--- config.mk ---
export PLATFORM = sky130hd
export DESIGN_NAME = param_iqueue_flat
export DESIGN_NICKNAME = d
export VERILOG_FILES = /design/src/rtl/param_iqueue_if.sv /design/src/rtl/param_iqueue.sv /design/src/flat_wrapper.sv
export SDC_FILE = /design/constraint.sdc
export NUM_CORES = 1
export LEC_CHECK = 0
export BUFFER_PORTS_ARGS = -buffer_cell sky130_fd_sc_hd__buf_2
export CORE_MARGIN = 2
export CORE_UTILIZATION = 45
export DETAILED_ROUTE_END_ITERATION = 12
export PLACE_DENSITY = 0.61
export SKIP_CTS_REPAIR_TIMING = 1
export SLEW_MARGIN = 20
export SYNTH_ARGS = -nofsm -noshare
export SYNTH_HDL_FRONTEND = slang
export SYNTH_SLANG_ARGS = --single-unit
--- constraint.sdc ---
create_clock -name clk -period 2.06 [get_ports clk]
set_input_delay 0.103 -clock clk [delete_from_list [all_inputs] [get_ports clk]]
set_output_delay 0.103 -clock clk [all_outputs]
set_load 0.05 [all_outputs]
--- src/rtl/param_iqueue_if.sv ---
// Decode/issue handshake bundle for param_iqueue.
// The queue takes the slave modport; the producer/consumer side takes master.
interface param_iqueue_if #(
  parameter int WIDTH = 32,
  parameter int DEPTH = 8
);
  localparam int CW = $clog2(DEPTH + 1);

  logic             flush;
  logic             load;
  logic [WIDTH-1:0] data_in;
  logic             stalled;
  logic [WIDTH-1:0] data_out;
  logic             data_valid;
  logic             full;
  logic             almost_full;
  logic [CW-1:0]    count;

  modport master (
    output flush, load, data_in, stalled,
    input  data_out, data_valid, full, almost_full, count
  );

  modport slave (
    input  flush, load, data_in, stalled,
    output data_out, data_valid, full, almost_full, count
  );
endinterface

--- src/rtl/param_iqueue.sv ---
// Parametrised in-order instruction queue (circular buffer) between decode and issue.
// Define IQUEUE_BYPASS_EN to let an empty queue hand data_in straight to issue.
module param_iqueue #(
  parameter int WIDTH    = 32,
  parameter int DEPTH    = 8,
  parameter int AF_LEVEL = DEPTH - 1
) (
  input logic           clk,
  input logic           reset_n,
  param_iqueue_if.slave q
);
  localparam int CW = $clog2(DEPTH + 1);
  localparam int PW = $clog2(DEPTH);

  logic [WIDTH-1:0] mem [DEPTH];
  logic [PW-1:0]    head_q;
  logic [PW-1:0]    tail_q;
  logic [CW-1:0]    count_q;
  logic [CW-1:0]    count_nxt;
  logic             queued;
  logic             full_q;
  logic             pop;
  logic             push_ok;
  logic             wr_en;

  // Explicit wrap so non-power-of-two depths work.
  function automatic logic [PW-1:0] ptr_inc(input logic [PW-1:0] p);
    return (p == PW'(DEPTH - 1)) ? '0 : p + PW'(1);
  endfunction

  assign queued  = (count_q != '0);
  assign full_q  = (count_q == CW'(DEPTH));
  assign pop     = queued && !q.stalled;
  assign push_ok = q.load && (!full_q || pop);

`ifdef IQUEUE_BYPASS_EN
  logic bypass;

  // An unstalled bypass is consumed on the spot; a stalled one is stored as a normal push.
  assign bypass       = !queued && q.load && !q.flush && reset_n;
  assign wr_en        = push_ok && !(bypass && !q.stalled);
  assign q.data_valid = queued || bypass;
  assign q.data_out   = bypass ? q.data_in : mem[head_q];
`else
  assign wr_en        = push_ok;
  assign q.data_valid = queued;
  assign q.data_out   = mem[head_q];
`endif

  assign q.count       = count_q;
  assign q.full        = full_q;
  assign q.almost_full = (count_q >= CW'(AF_LEVEL));

  always_comb begin
    count_nxt = count_q;
    if (wr_en && !pop) begin
      count_nxt = count_q + CW'(1);
    end else if (!wr_en && pop) begin
      count_nxt = count_q - CW'(1);
    end
  end

  always_ff @(posedge clk or negedge reset_n) begin
    if (!reset_n) begin
      head_q  <= '0;
      tail_q  <= '0;
      count_q <= '0;
    end else if (q.flush) begin
      head_q  <= '0;
      tail_q  <= '0;
      count_q <= '0;
    end else begin
      if (pop) begin
        head_q <= ptr_inc(head_q);
      end
      if (wr_en) begin
        tail_q <= ptr_inc(tail_q);
      end
      count_q <= count_nxt;
    end
  end

  // Flush only rewinds the pointers; stored entries are left in place.
  always_ff @(posedge clk or negedge reset_n) begin
    if (!reset_n) begin
      for (int i = 0; i < DEPTH; i++) begin
        mem[i] <= '0;
      end
    end else if (wr_en && !q.flush) begin
      mem[tail_q] <= q.data_in;
    end
  end
endmodule
--- src/flat_wrapper.sv ---
// flat-port wrapper written by rule: the top's interface ports become plain ports
module param_iqueue_flat 
#(
  parameter int WIDTH    = 32,
  parameter int DEPTH    = 8,
  parameter int AF_LEVEL = DEPTH - 1
)
  (clk, reset_n, q_flush, q_load, q_data_in, q_stalled, q_data_out, q_data_valid, q_full, q_almost_full, q_count);
  param_iqueue_if #(.WIDTH(WIDTH), .DEPTH(DEPTH)) q_i ();
  input logic clk;
  input logic reset_n;
  input wire logic [$bits(q_i.flush)-1:0] q_flush;
  input wire logic [$bits(q_i.load)-1:0] q_load;
  input wire logic [$bits(q_i.data_in)-1:0] q_data_in;
  input wire logic [$bits(q_i.stalled)-1:0] q_stalled;
  output wire logic [$bits(q_i.data_out)-1:0] q_data_out;
  output wire logic [$bits(q_i.data_valid)-1:0] q_data_valid;
  output wire logic [$bits(q_i.full)-1:0] q_full;
  output wire logic [$bits(q_i.almost_full)-1:0] q_almost_full;
  output wire logic [$bits(q_i.count)-1:0] q_count;
  assign q_i.flush = q_flush;
  assign q_i.load = q_load;
  assign q_i.data_in = q_data_in;
  assign q_i.stalled = q_stalled;
  assign q_data_out = q_i.data_out;
  assign q_data_valid = q_i.data_valid;
  assign q_full = q_i.full;
  assign q_almost_full = q_i.almost_full;
  assign q_count = q_i.count;
  param_iqueue #(.WIDTH(WIDTH), .DEPTH(DEPTH), .AF_LEVEL(AF_LEVEL)) u_core (.clk(clk), .reset_n(reset_n), .q(q_i));
endmodule
=== Word level (Yosys, flattened, before mapping) ===
Index checks and enable logic that the tools add are counted.

* Bits in registers: 266
* Word-level logic and storage cells: 55

* Add/sub/neg operators: 4
* $lt $le $gt $ge: 4
* Equality and inequality tests: 3
* Mux-type cells: 15
* Bitwise operators: 2
* Reductions and logical operators: 16

{| class="wikitable"
|+ Operators with widths
! operator !! count
|-
| bitwise mux 256 bit || 1
|-
| binary-select mux 32 bit (select 3 bit) || 1
|-
| demux 32 bit (select 3 bit) || 1
|-
| two-way mux 32 bit || 3
|-
| two-way mux 3 bit || 6
|-
| two-way mux 4 bit || 3
|-
| >= comparator 4 bit (second input constant) || 2
|-
| inverter 3 -> 4 bit || 2
|-
| adder 3 x 1 -> 3 bit (second input constant) || 2
|-
| equality test 3 bit (second input constant) || 2
|-
| logical AND 1 bit || 6
|-
| logical NOT 1 bit || 5
|-
| adder 4 x 1 -> 4 bit (second input constant) || 1
|-
| equality test 4 bit (second input constant) || 1
|-
| >= comparator 4 x 3 -> 1 bit (second input constant) || 1
|-
| less-than comparator 4 x 1 -> 1 bit (second input constant) || 1
|-
| nonzero test 2 bit || 2
|-
| nonzero test 4 bit || 1
|-
| subtractor 4 x 1 -> 4 bit (second input constant) || 1
|-
| nonzero test 3 bit || 1
|-
| logical OR 1 bit || 1
|}

=== Depth between registers and ports, before layout ===
Gate-level depths: netlist of the first run.

* Depth in word-level cells: 9
* Mapped depth: 8
* Depth with buffers taken out: 8

=== Worst setup path after synthesis of the first run ===
Ideal clock, no wire load.

* Kind: reg2reg
* Start point: register u_core.count_q[3] (netlist: u_core.q.count[3])
* End point: register u_core.count_q[3] (netlist: u_core.q.count[3])
* Library setup time: 0.068 ns
* Arrival time: 2.415 ns
* Required time: 1.992 ns
* Slack: -0.424 ns
* Stages on the path, launching flop included: 9
* Buffers on the path: 1
* Path through: dfrtp_1 -> buf_2 -> nor4_1 -> o21ai_0 -> ha_1 -> a21oi_1 -> nand2_1 -> o311a_1 -> nand3_1

* Word-level cells in the longest chain between the ends: 7
* Elaborated cells on any way between the ends: 16
* Classes of those cells: 2 x add/sub; 1 x eq/ne; 3 x mux; 10 x reduce/logical

{| class="wikitable"
|+ Ends and longest elaborated chain
! what !! line !! RTL
|-
| start, declared || param_iqueue.sv:18 || <nowiki>logic [CW-1:0] count_q;</nowiki>
|-
| start signal, assigned || param_iqueue.sv:79 || <nowiki>count_q <= count_nxt;</nowiki>
|-
| parallel branches: the longest is 7 deep, another holds subtractor 4 x 1 -> 4 bit || - ||
|}

Several ways; the timed one is not identified. The select of a mux whose other input is x is not followed.
A chain may end at the register's enable or synchronous reset.

=== Worst setup path in the final report of the first run ===
* Start point: register u_core.head_q[0]
* End point: output port q_data_out[8]

* Word-level cells in the longest chain between the ends: 4

{| class="wikitable"
|+ Ends and longest elaborated chain
! what !! line !! RTL
|-
| start, declared || param_iqueue.sv:16 || <nowiki>logic [PW-1:0] head_q;</nowiki>
|-
| start signal, assigned || param_iqueue.sv:74 || <nowiki>head_q <= ptr_inc(head_q);</nowiki>
|-
| inverter 3 -> 4 bit (not written as such) || param_iqueue.sv:47 || <nowiki>assign q.data_out = mem[head_q];</nowiki>
|-
| binary-select mux 32 bit (select 3 bit) || param_iqueue.sv:47 ||
|-
| two-way mux 32 bit (not written as such) (2 in a row) || param_iqueue.sv:47 ||
|-
| end, declared || flat_wrapper.sv:16 || <nowiki>output wire logic [$bits(q_i.data_out)-1:0] q_data_out;</nowiki>
|}

No other way between the ends. The select of a mux whose other input is x is not followed.

==> results of run 1 <==
## power by group through the flow
stage | sequential [mW] | clock (mW) | combinational [mW]
floorplan | 6.90 | 0 | 4.58
global placement | 6.86 | 0 | 5.97
detailed placement | 7.00 | 0 | 6.14
CTS | 6.91 | 5.27 | 6.15
global route | 7.06 | 5.51 | 8.09
finish | 6.93 | 5.15 | 7.64
## state kept, by name, indices dropped and copies added (netlist names)
| register | count |
|---|---|
| u_core.q.count | 4 |
| u_core.tail_q | 3 |
| u_core.head_q | 3 |
| u_core.mem | 256 |
## layout make-up
cell class              count  area (sq um)  area share, %
inverters                   5          21.3          0.137
well taps                 341           427           2.74
clock buffers              40           797           5.13
repair buffers            170          1850           11.9
flip-flops and latches    266          6670           42.9
clock inverters             5           125          0.805
multi-input cells         431          5650           36.3
## Yosys cell counts
cell type and instances:
nor3_4 1, and2_1 3, fa_1 1, ha_1 6
nor2b_1 4, nand3_1 10, o211ai_1 1, or3_1 3
o311a_1 1, mux2_4 60, a21oi_1 8, o21ai_0 7
buf_2 27, clkbuf_1 11, nor4_1 1, or4_1 1
buf_1 2, nor2_1 4, nor3b_1 1, and2b_1 2
buf_12 3, nand3_4 1, buf_6 5, mux4_2 64
nand3b_1 1, a211oi_1 1, a31o_2 1, nand2b_1 1
xnor2_1 2, mux2i_1 2, and2_0 1, dfrtp_1 266
and4_4 2, nand2_1 10, nand4_1 2, mux2_2 224
mux2_1 4, inv_1 5
## routing by layer
layer | up-vias | part of all wire [%] | routed length, microns
met1 | 3842 | 43 | 12100
met4 | 0 | 1.3 | 357
met3 | 33 | 4.0 | 1120
met2 | 129 | 52 | 14600
met5 | - | 0 | 0
li1 | 3111 | - | -
## worst max path at each step
| stage | to | slack, ps | cells after the start |
|---|---|---|---|
| 2_1_floorplan | u_core.q.count[3] | -130 | 8 |
| 6_report | q_data_out[8] | -340 | 5 |
| 3_5_place_dp | u_core.q.count[3] | -70 | 8 |
| 4_1_cts | q_data_out[16] | -440 | 4 |
| 3_3_place_gp | u_core.q.count[3] | -1 | 8 |
| 5_1_grt | q_data_out[1] | -400 | 5 |
## cell families (layout without fill, tap and decap cells)
| logic type | after synthesis | in the layout | share of synthesized area (%) |
|---|---|---|---|
| compound gates | 19 | 19 | 0.877 |
| mux | 354 | 354 | 39.7 |
| xor+xnor | 2 | 2 | 0.141 |
| flops | 266 | 266 | 53.6 |
| fa+ha+maj | 7 | 7 | 0.766 |
| simple gates | 48 | 49 | 2.34 |
| buf+inv | 53 | 220 | 2.57 |
## worst max-delay path: stages, from the launching register on
cell and delay (ps):
dfrtp_4 480, buf_6 150, clkbuf_16 170, mux4_2 510, mux2_2 290, buf_6 160
==> results.sh, run 1 <==
export IMPL_status="finished, violations left"
export IMPL_violations="negative setup slack"
export IMPL_syn_inst=749
export IMPL_leakage_nw=7.13
export IMPL_num_vias=7115
export IMPL_report_power_total_mw=19.7
export IMPL_routed_wl_mm=28.2
export IMPL_vias_per_cell=5.66
export IMPL_synth_top_area_share_pct=53.6
export IMPL_stdcell_area_sq_um=15500
export IMPL_clockRootBuffer="clkbuf_16"
export IMPL_gr_usage_met3_pct=3.40
export IMPL_holdCritPathClass="in2async"
export IMPL_dp_hpwl_mm=17.0
export IMPL_die_w_microns=170
export IMPL_fin_setup_tns_ps=-9770
export IMPL_share_comb_of_total_power_pct=38.8
export IMPL_core_sq_um=27000
export IMPL_final_nets=947
export IMPL_synth_seq_cells=266
export IMPL_dieHeight_microns=170
export IMPL_fmax_ghz=0.417
export IMPL_gp_congestion=0.763
export IMPL_place_area_sq_um=13600
export IMPL_grt_busiest_layer="met2"
export IMPL_fin_crit_ps=2400
export IMPL_final_common_cell="dfrtp_1"
export IMPL_grt_pass1_wl_mm=43.9
export IMPL_final_layout_size_suffix_gt1_share_pct=60.0
export IMPL_maxCapViolations=0
export IMPL_pwr_share_seq_pct=35.1
export IMPL_io_pins=76
export IMPL_initial_core_util_pct=45.9
export IMPL_r2r_slack_ps=-30
export IMPL_yosys_cell_types_count=38
export IMPL_routedWlPerCell_microns=22.4
export IMPL_hold_ws_ps=79.5
export IMPL_irDropWorstVdd_mv=0.762
export IMPL_cts_buffers=29
export IMPL_grt_usage_pct=19.3
export IMPL_use_met2_pct=34.0
export IMPL_skew_ps=9.72
export IMPL_antenna_cells=0
export IMPL_intPower_mw=13.4
export IMPL_area_growth_synth_to_final_pct=25.2
export IMPL_timing_slew_headroom_pct=70.0
export IMPL_worstSetupPathType="reg2out"
export IMPL_r2r_end="u_core.q.count[3]"
export IMPL_setup_viol=33
export IMPL_place_inst=1157
export IMPL_portBuffers=75
export IMPL_power_switching_mw=6.33
export IMPL_grt_pass1_vias=7872
export IMPL_htreeDepth=1
export IMPL_utilization_pct=57.5
export IMPL_yosysSeqAreaShare_pct=53.6
export IMPL_crit_start="u_core.head_q[0]"
export IMPL_grt_max_degree=70
export IMPL_p_clk_share_pct=26.1
export IMPL_path_clk_slew_ps=60
export IMPL_insertion_delay_ps=530
export IMPL_grt_overflow_total=0
export IMPL_crit_required_ps=1960
export IMPL_yosys_area_top_type="dfrtp_1"
export IMPL_drc=0
export IMPL_post_place_ws_ps=-66.6
export IMPL_stdcell_count=1258
export IMPL_clock_path_buffers=3
export IMPL_drt_iter0_markers=333
export IMPL_synthesis_nets=793
export IMPL_met1_usage_pct=25.3
export IMPL_startpoint_type="flop"
export IMPL_antenna_left=0
export IMPL_p_sw_share_pct=32.1
export IMPL_cp_arrival_ps=2300
export IMPL_synth_area_sq_um=12400
export IMPL_drt_pass1_iterations=4
export IMPL_worst_r2r_path_depth=8
export IMPL_clock_sinks=266
export IMPL_rsz0062_at_grt="yes"
export IMPL_endpoint_kind="primary output"
export IMPL_worst_slack_ps=-341
export IMPL_antenna_found_initial=0
export IMPL_dieArea_sq_um=28900
export IMPL_crit_path_max_fanout=6
export IMPL_yosysWarnings=0
export IMPL_cts_tree="built"
export IMPL_rows=60
export IMPL_r2r_start="u_core.q.count[1]"
export IMPL_slew_violations=0
export IMPL_fin_crit_sh_pct=117
export IMPL_layout_common_cells="dfrtp_1 (260), mux2_2 (205), mux2_4 (79)"
export IMPL_p_per_area_nw_per_um2=1270
export IMPL_hold_viol_final=0
export IMPL_fill_cells=2049
export IMPL_ys_top_cells_by_area="dfrtp_1 (54%), mux2_2 (20%), mux4_2 (12%)"
export IMPL_syn_avg_cell_area_sq_um=16.6
export IMPL_worst_slew_pin_slew_ps=450
Note: power is estimated with default switching activity, not from simulation.
==> run 2, diff against run 1 <==
--- a/config.mk
+++ b/config.mk
@@ -6,12 +6,12 @@
 export NUM_CORES = 1
 export LEC_CHECK = 0
 export BUFFER_PORTS_ARGS = -buffer_cell sky130_fd_sc_hd__buf_2
+export CORE_ASPECT_RATIO = 1.5
 export CORE_MARGIN = 2
 export CORE_UTILIZATION = 45
 export DETAILED_ROUTE_END_ITERATION = 12
 export PLACE_DENSITY = 0.61
 export SKIP_CTS_REPAIR_TIMING = 1
-export SLEW_MARGIN = 20
 export SYNTH_ARGS = -nofsm -noshare
 export SYNTH_HDL_FRONTEND = slang
 export SYNTH_SLANG_ARGS = --single-unit
==> run 2 against run 1 <==
- the run still ends with negative setup slack left
- count of clock-buffer cells in the layout is 5 lower
- critical path depth stayed put
- clock power is 4% lower
- design area hardly changed
- sequential cell count stayed put
- sequential power hardly changed
- via count is 1.2% lower
- core utilization is 0.36 points lower
- critical endpoint is now q_data_out[19]
- largest power group unchanged
==> results.sh, run 2 (synthesis gave the netlist of run 1 again) <==
export IMPL_status="finished, violations left"
export IMPL_violations="negative setup slack"
export IMPL_gp_congestion=0.765
export IMPL_insertion_delay_ps=540
export IMPL_worst_r2r_path_depth=8
export IMPL_endpoint_kind="primary output"
export IMPL_clock_path_buffers=3
export IMPL_core_sq_um=27200
export IMPL_stdcell_count=1260
export IMPL_io_pins=76
export IMPL_maxCapViolations=0
export IMPL_antenna_cells=0
export IMPL_p_clk_share_pct=25.9
export IMPL_path_clk_slew_ps=60
export IMPL_rsz0062_at_grt="yes"
export IMPL_p_per_area_nw_per_um2=1230
export IMPL_grt_pass1_vias=7847
export IMPL_stdcell_area_sq_um=15600
export IMPL_crit_required_ps=1960
export IMPL_r2r_start="u_core.q.count[0]"
export IMPL_holdCritPathClass="in2reg"
export IMPL_skew_ps=17.4
export IMPL_leakage_nw=7.14
export IMPL_worst_slack_ps=-336
export IMPL_hold_end="u_core.tail_q[2]"
export IMPL_timing_slew_headroom_pct=63.0
export IMPL_setup_viol=37
export IMPL_cts_buffers=26
export IMPL_fin_crit_ps=2400
export IMPL_drt_pass1_iterations=4
export IMPL_worstSetupPathType="reg2out"
export IMPL_initial_core_util_pct=45.6
export IMPL_antenna_found_initial=0
export IMPL_fin_crit_sh_pct=116
export IMPL_cp_cell_sequence="buf_12 > buf_16 > mux4_2 > mux2_2 > buf_6"
export IMPL_final_common_cell="dfrtp_1"
export IMPL_crit_slowest_cell="mux4_2"
export IMPL_cp_slowest_stage_delay_ps=500
export IMPL_r2r_end="u_core.q.count[3]"
export IMPL_routedWlPerCell_microns=22.7
export IMPL_grt_max_degree=69
export IMPL_cp_arrival_ps=2290
export IMPL_antenna_left=0
export IMPL_r2r_slack_ps=-60
export IMPL_crit_path_max_fanout=12
export IMPL_layout_common_cells="dfrtp_1 (260), mux2_2 (201), mux2_4 (85)"
export IMPL_place_area_sq_um=13700
export IMPL_grt_overflow_total=0
export IMPL_dieHeight_microns=207
export IMPL_final_nets=942
export IMPL_drt_iter0_markers=368
export IMPL_drc=0
export IMPL_startpoint_type="flop"
export IMPL_hold_viol_final=0
export IMPL_pwr_share_seq_pct=36.1
export IMPL_vias_per_cell=5.58
export IMPL_irDropWorstVdd_mv=1.15
export IMPL_rows=74
export IMPL_critPathTopFamily="multiplexers"
export IMPL_routed_wl_mm=28.5
export IMPL_fmax_ghz=0.417
export IMPL_crit_start="u_core.head_q[0]"
export IMPL_dp_hpwl_mm=17.0
export IMPL_largest_reg_flops=256
export IMPL_final_layout_size_suffix_gt1_share_pct=60.7
export IMPL_crit_buf_inv=3
export IMPL_worst_slew_pin_slew_ps=556
export IMPL_clockRootBuffer="clkbuf_16"
export IMPL_clock_sinks=266
export IMPL_fill_cells=2160
export IMPL_htreeDepth=1
export IMPL_dieArea_sq_um=29000
export IMPL_intPower_mw=12.9
export IMPL_area_growth_synth_to_final_pct=25.3
export IMPL_p_sw_share_pct=32.8
export IMPL_slew_violations=0
export IMPL_worstHoldStart="q_load"
export IMPL_share_comb_of_total_power_pct=38.0
export IMPL_cts_tree="built"
export IMPL_grt_usage_pct=19.2
export IMPL_num_vias=7030
export IMPL_portBuffers=75
export IMPL_fin_setup_tns_ps=-9840
export IMPL_grt_pass1_wl_mm=44.1
export IMPL_place_inst=1158
export IMPL_power_switching_mw=6.29
export IMPL_die_w_microns=140
export IMPL_regMostFlops="u_core.mem"
export IMPL_hold_depth=4
## run 2: changes by cell type in the layout (fill, tap and decap cells not counted), sizes merged
cell         delta
clkinv          +8
clkbuf          -3
bufinv          -1
dlygate4sd3     -1
buf             -3
clkinvlp        +1
## run 2: metal layers
metal	global-route usage [%]	wire length (microns)	up-vias
met4	6.00	624	0
met3	2.21	807	41
met1	25.9	12300	3778
li1	-	-	3098
met5	0	0	-
met2	32.8	14800	113
## run 2: final cells by class
type	instances	area, sq um	share of cell area [%]
timing repair buffer	168	1870	12.0
clock inverter	13	143	0.917
tap	342	428	2.75
multi-input combinational	431	5690	36.6
clock buffer	35	746	4.79
sequential	266	6670	42.9
inverter	5	18.8	0.121
## run 2: worst max-delay path by stage
stage	endpoint	slack, ps	cells past startpoint
3_5_place_dp	u_core.q.count[3]	-70	8
2_1_floorplan	u_core.q.count[3]	-130	8
6_report	q_data_out[19]	-340	5
4_1_cts	q_data_out[30]	-470	4
5_1_grt	q_data_out[19]	-400	5
3_3_place_gp	u_core.q.count[3]	-7	8
## run 2: per-stage QoR
step                power, mW  setup WS (ps)  hold WS [ps]  util [%]
global placement         12.9          -7.38          62.1      50.2
detailed placement       13.2          -68.8          75.3      50.2
floorplan                11.5           -134          -193         -
CTS                      18.2           -468          -495      53.4
global route             20.1           -402          17.8      57.2
finish                   19.2           -336         0.702      57.2
## run 2: power groups by stage
stage	Clock, mW	Sequential, mW	Combinational, mW
floorplan	0	6.90	4.58
global placement	0	6.88	5.99
detailed placement	0	7.02	6.16
CTS	5.08	6.92	6.18
global route	5.32	7.03	7.72
finish	4.96	6.92	7.29
## run 2: worst min-delay path, stage by stage
cell     delay, ps
buf_2          100
buf_4          160
nand3_1         70
a21oi_1         60
==> run 3, diff against run 2 <==
--- a/config.mk
+++ b/config.mk
@@ -10,8 +10,8 @@
 export CORE_MARGIN = 2
 export CORE_UTILIZATION = 45
 export DETAILED_ROUTE_END_ITERATION = 12
+export HOLD_SLACK_MARGIN = 0.03
 export PLACE_DENSITY = 0.61
-export SKIP_CTS_REPAIR_TIMING = 1
 export SYNTH_ARGS = -nofsm -noshare
 export SYNTH_HDL_FRONTEND = slang
 export SYNTH_SLANG_ARGS = --single-unit
==> run 3 against run 2 <==
- the run still ends with negative setup slack left
- sequential power barely moved
- maximum frequency fell by 0.56%
- wire length increased by 1.8%
- worst setup slack worse by 13 ps
- combinational power grew 4.0%
- design area up 1.2%
- count of clock-buffer cells in the layout did not move
- core utilization up 0.69 points
- worst hold slack improved by 94 ps
- sequential cell count is the same
- clock skew decreased by 2.9 ps
- critical path type unchanged
- critical endpoint is now q_data_out[6]
- highest routed layer unchanged
==> results.sh, run 3 (synthesis gave the netlist of run 1 again) <==
export IMPL_crit_required_ps=1960
export IMPL_clock_path_buffers=3
export IMPL_grt_pass1_vias=8018
export IMPL_grt_pass1_wl_mm=45.0
export IMPL_antenna_found_initial=0
export IMPL_setup_viol=35
export IMPL_regMostFlops="u_core.mem"
export IMPL_worst_r2r_path_depth=8
export IMPL_rows=74
export IMPL_routedWlPerCell_microns=22.9
export IMPL_num_vias=7147
export IMPL_final_layout_size_suffix_gt1_share_pct=60.9
export IMPL_hold_viol_final=0
export IMPL_dp_hpwl_mm=17.0
export IMPL_routed_wl_mm=29.1
export IMPL_die_w_microns=140
export IMPL_worstSetupPathType="reg2out"
export IMPL_r2r_start="u_core.q.count[1]"
export IMPL_initial_core_util_pct=45.6
export IMPL_place_area_sq_um=13700
export IMPL_antenna_left=0
export IMPL_grt_usage_pct=19.6
export IMPL_crit_path_max_fanout=7
export IMPL_status="finished, violations left"
export IMPL_drt_pass1_iterations=4
export IMPL_cts_buffers=26
export IMPL_gp_congestion=0.765
export IMPL_antenna_cells=0
export IMPL_htreeDepth=1
export IMPL_layout_common_cells="dfrtp_1 (260), mux2_2 (187), mux2_4 (99)"
export IMPL_irDropWorstVdd_mv=1.22
export IMPL_grt_max_degree=69
export IMPL_dieArea_sq_um=29000
export IMPL_p_per_area_nw_per_um2=1240
export IMPL_fin_crit_ps=2410
export IMPL_fin_crit_sh_pct=117
export IMPL_fmax_ghz=0.415
export IMPL_path_clk_slew_ps=60
export IMPL_utilization_pct=57.9
export IMPL_crit_buf_inv=3
export IMPL_area_growth_synth_to_final_pct=26.8
export IMPL_largest_reg_flops=256
export IMPL_cp_cell_sequence="buf_12 > clkbuf_16 > mux4_2 > mux2_4 > buf_6"
export IMPL_worst_slew_pin_slew_ps=563
export IMPL_insertion_delay_ps=540
export IMPL_cp_slowest_stage_delay_ps=510
export IMPL_r2r_end="u_core.q.count[3]"
export IMPL_holdCritPathClass="in2async"
export IMPL_r2r_slack_ps=-90
export IMPL_maxCapViolations=0
export IMPL_startpoint_type="flop"
export IMPL_slew_violations=0
export IMPL_dieHeight_microns=207
export IMPL_worst_slack_ps=-349
export IMPL_crit_slowest_cell="mux4_2"
export IMPL_core_sq_um=27200
export IMPL_vias_per_cell=5.64
export IMPL_portBuffers=75
export IMPL_critPathTopFamily="multiplexers"
export IMPL_io_pins=76
export IMPL_fin_setup_tns_ps=-10080
export IMPL_final_nets=949
export IMPL_clock_sinks=266
export IMPL_cp_arrival_ps=2310
export IMPL_drt_iter0_markers=401
export IMPL_violations="negative setup slack"
export IMPL_cts_tree="built"
export IMPL_skew_ps=14.6
export IMPL_clockRootBuffer="clkbuf_16"
export IMPL_leakage_nw=7.26
export IMPL_grt_overflow_total=0
export IMPL_stdcell_area_sq_um=15700
export IMPL_fill_cells=2150
export IMPL_final_common_cell="dfrtp_1"
export IMPL_endpoint_kind="primary output"
export IMPL_timing_slew_headroom_pct=62.4
export IMPL_rsz0062_at_grt="yes"
export IMPL_drc=0
run 3: timing repair:
item / CTS / global route
cloned: 2 / 12
setup buffers: 6 / 8
gates resized for setup: 84 / 48
pin swaps: 6 / 8
hold endpoints to repair: 529 / 0
endpoints found under the setup margin: 39 / 253
hold buffers: 35 / 0
run 3: stage by stage:
| stage | power (mW) | hold WS, ps | setup WS, ps | cells |
|---|---|---|---|---|
| CTS | 19.1 | 40.7 | -398 | 1249 |
| floorplan | 11.5 | -193 | -134 | 749 |
| global route | 20.4 | 107 | -401 | 1267 |
| detailed placement | 13.2 | 75.3 | -68.8 | 1158 |
| global placement | 12.9 | 62.1 | -7.38 | 1158 |
| finish | 19.5 | 94.2 | -349 | 1267 |
run 3: per-layer routing:
metal / vias up / GRT usage (%) / part of all wire, %
met3: 47 / 2.01 / 3.0
met2: 151 / 34.2 / 52
li1: 3118 / - / -
met4: 0 / 5.59 / 2.0
met1: 3831 / 26.2 / 43
met5: - / 0 / 0
run 3: area by class of cell:
cell class / instances / area (sq um) / area share, %
clock buffers: 35 / 746 / 4.74
clock inverters: 13 / 143 / 0.906
inverters: 5 / 18.8 / 0.119
multi-input cells: 431 / 5730 / 36.4
flip-flops and latches: 266 / 6670 / 42.4
well taps: 342 / 428 / 2.72
repair buffers: 175 / 2010 / 12.8
run 3: worst reg2reg max path, delay by kind of cell, from the launching register on:
kind / cells / cell delay, ps
flops: 1 / 470
fa+ha+maj: 1 / 250
compound gates: 3 / 670
simple gates: 4 / 710
run 3: power by group:
group / total [mW] / switching (mW) / internal (mW)
combinational: 7.58 / 3.72 / 3.86
clock: 4.96 / 2.04 / 2.91
sequential: 6.92 / 0.602 / 6.32
run 3: how the worst max path moves through the flow:
stage                           start                 to  slack (ps)  depth (start not counted)
finish               u_core.head_q[0]      q_data_out[6]        -350                          5
global route         u_core.head_q[0]      q_data_out[6]        -400                          5
CTS                  u_core.head_q[0]     q_data_out[21]        -400                          6
detailed placement  u_core.q.count[0]  u_core.q.count[3]         -70                          8
global placement    u_core.q.count[0]  u_core.q.count[3]          -7                          8
floorplan           u_core.q.count[0]  u_core.q.count[3]        -130                          8
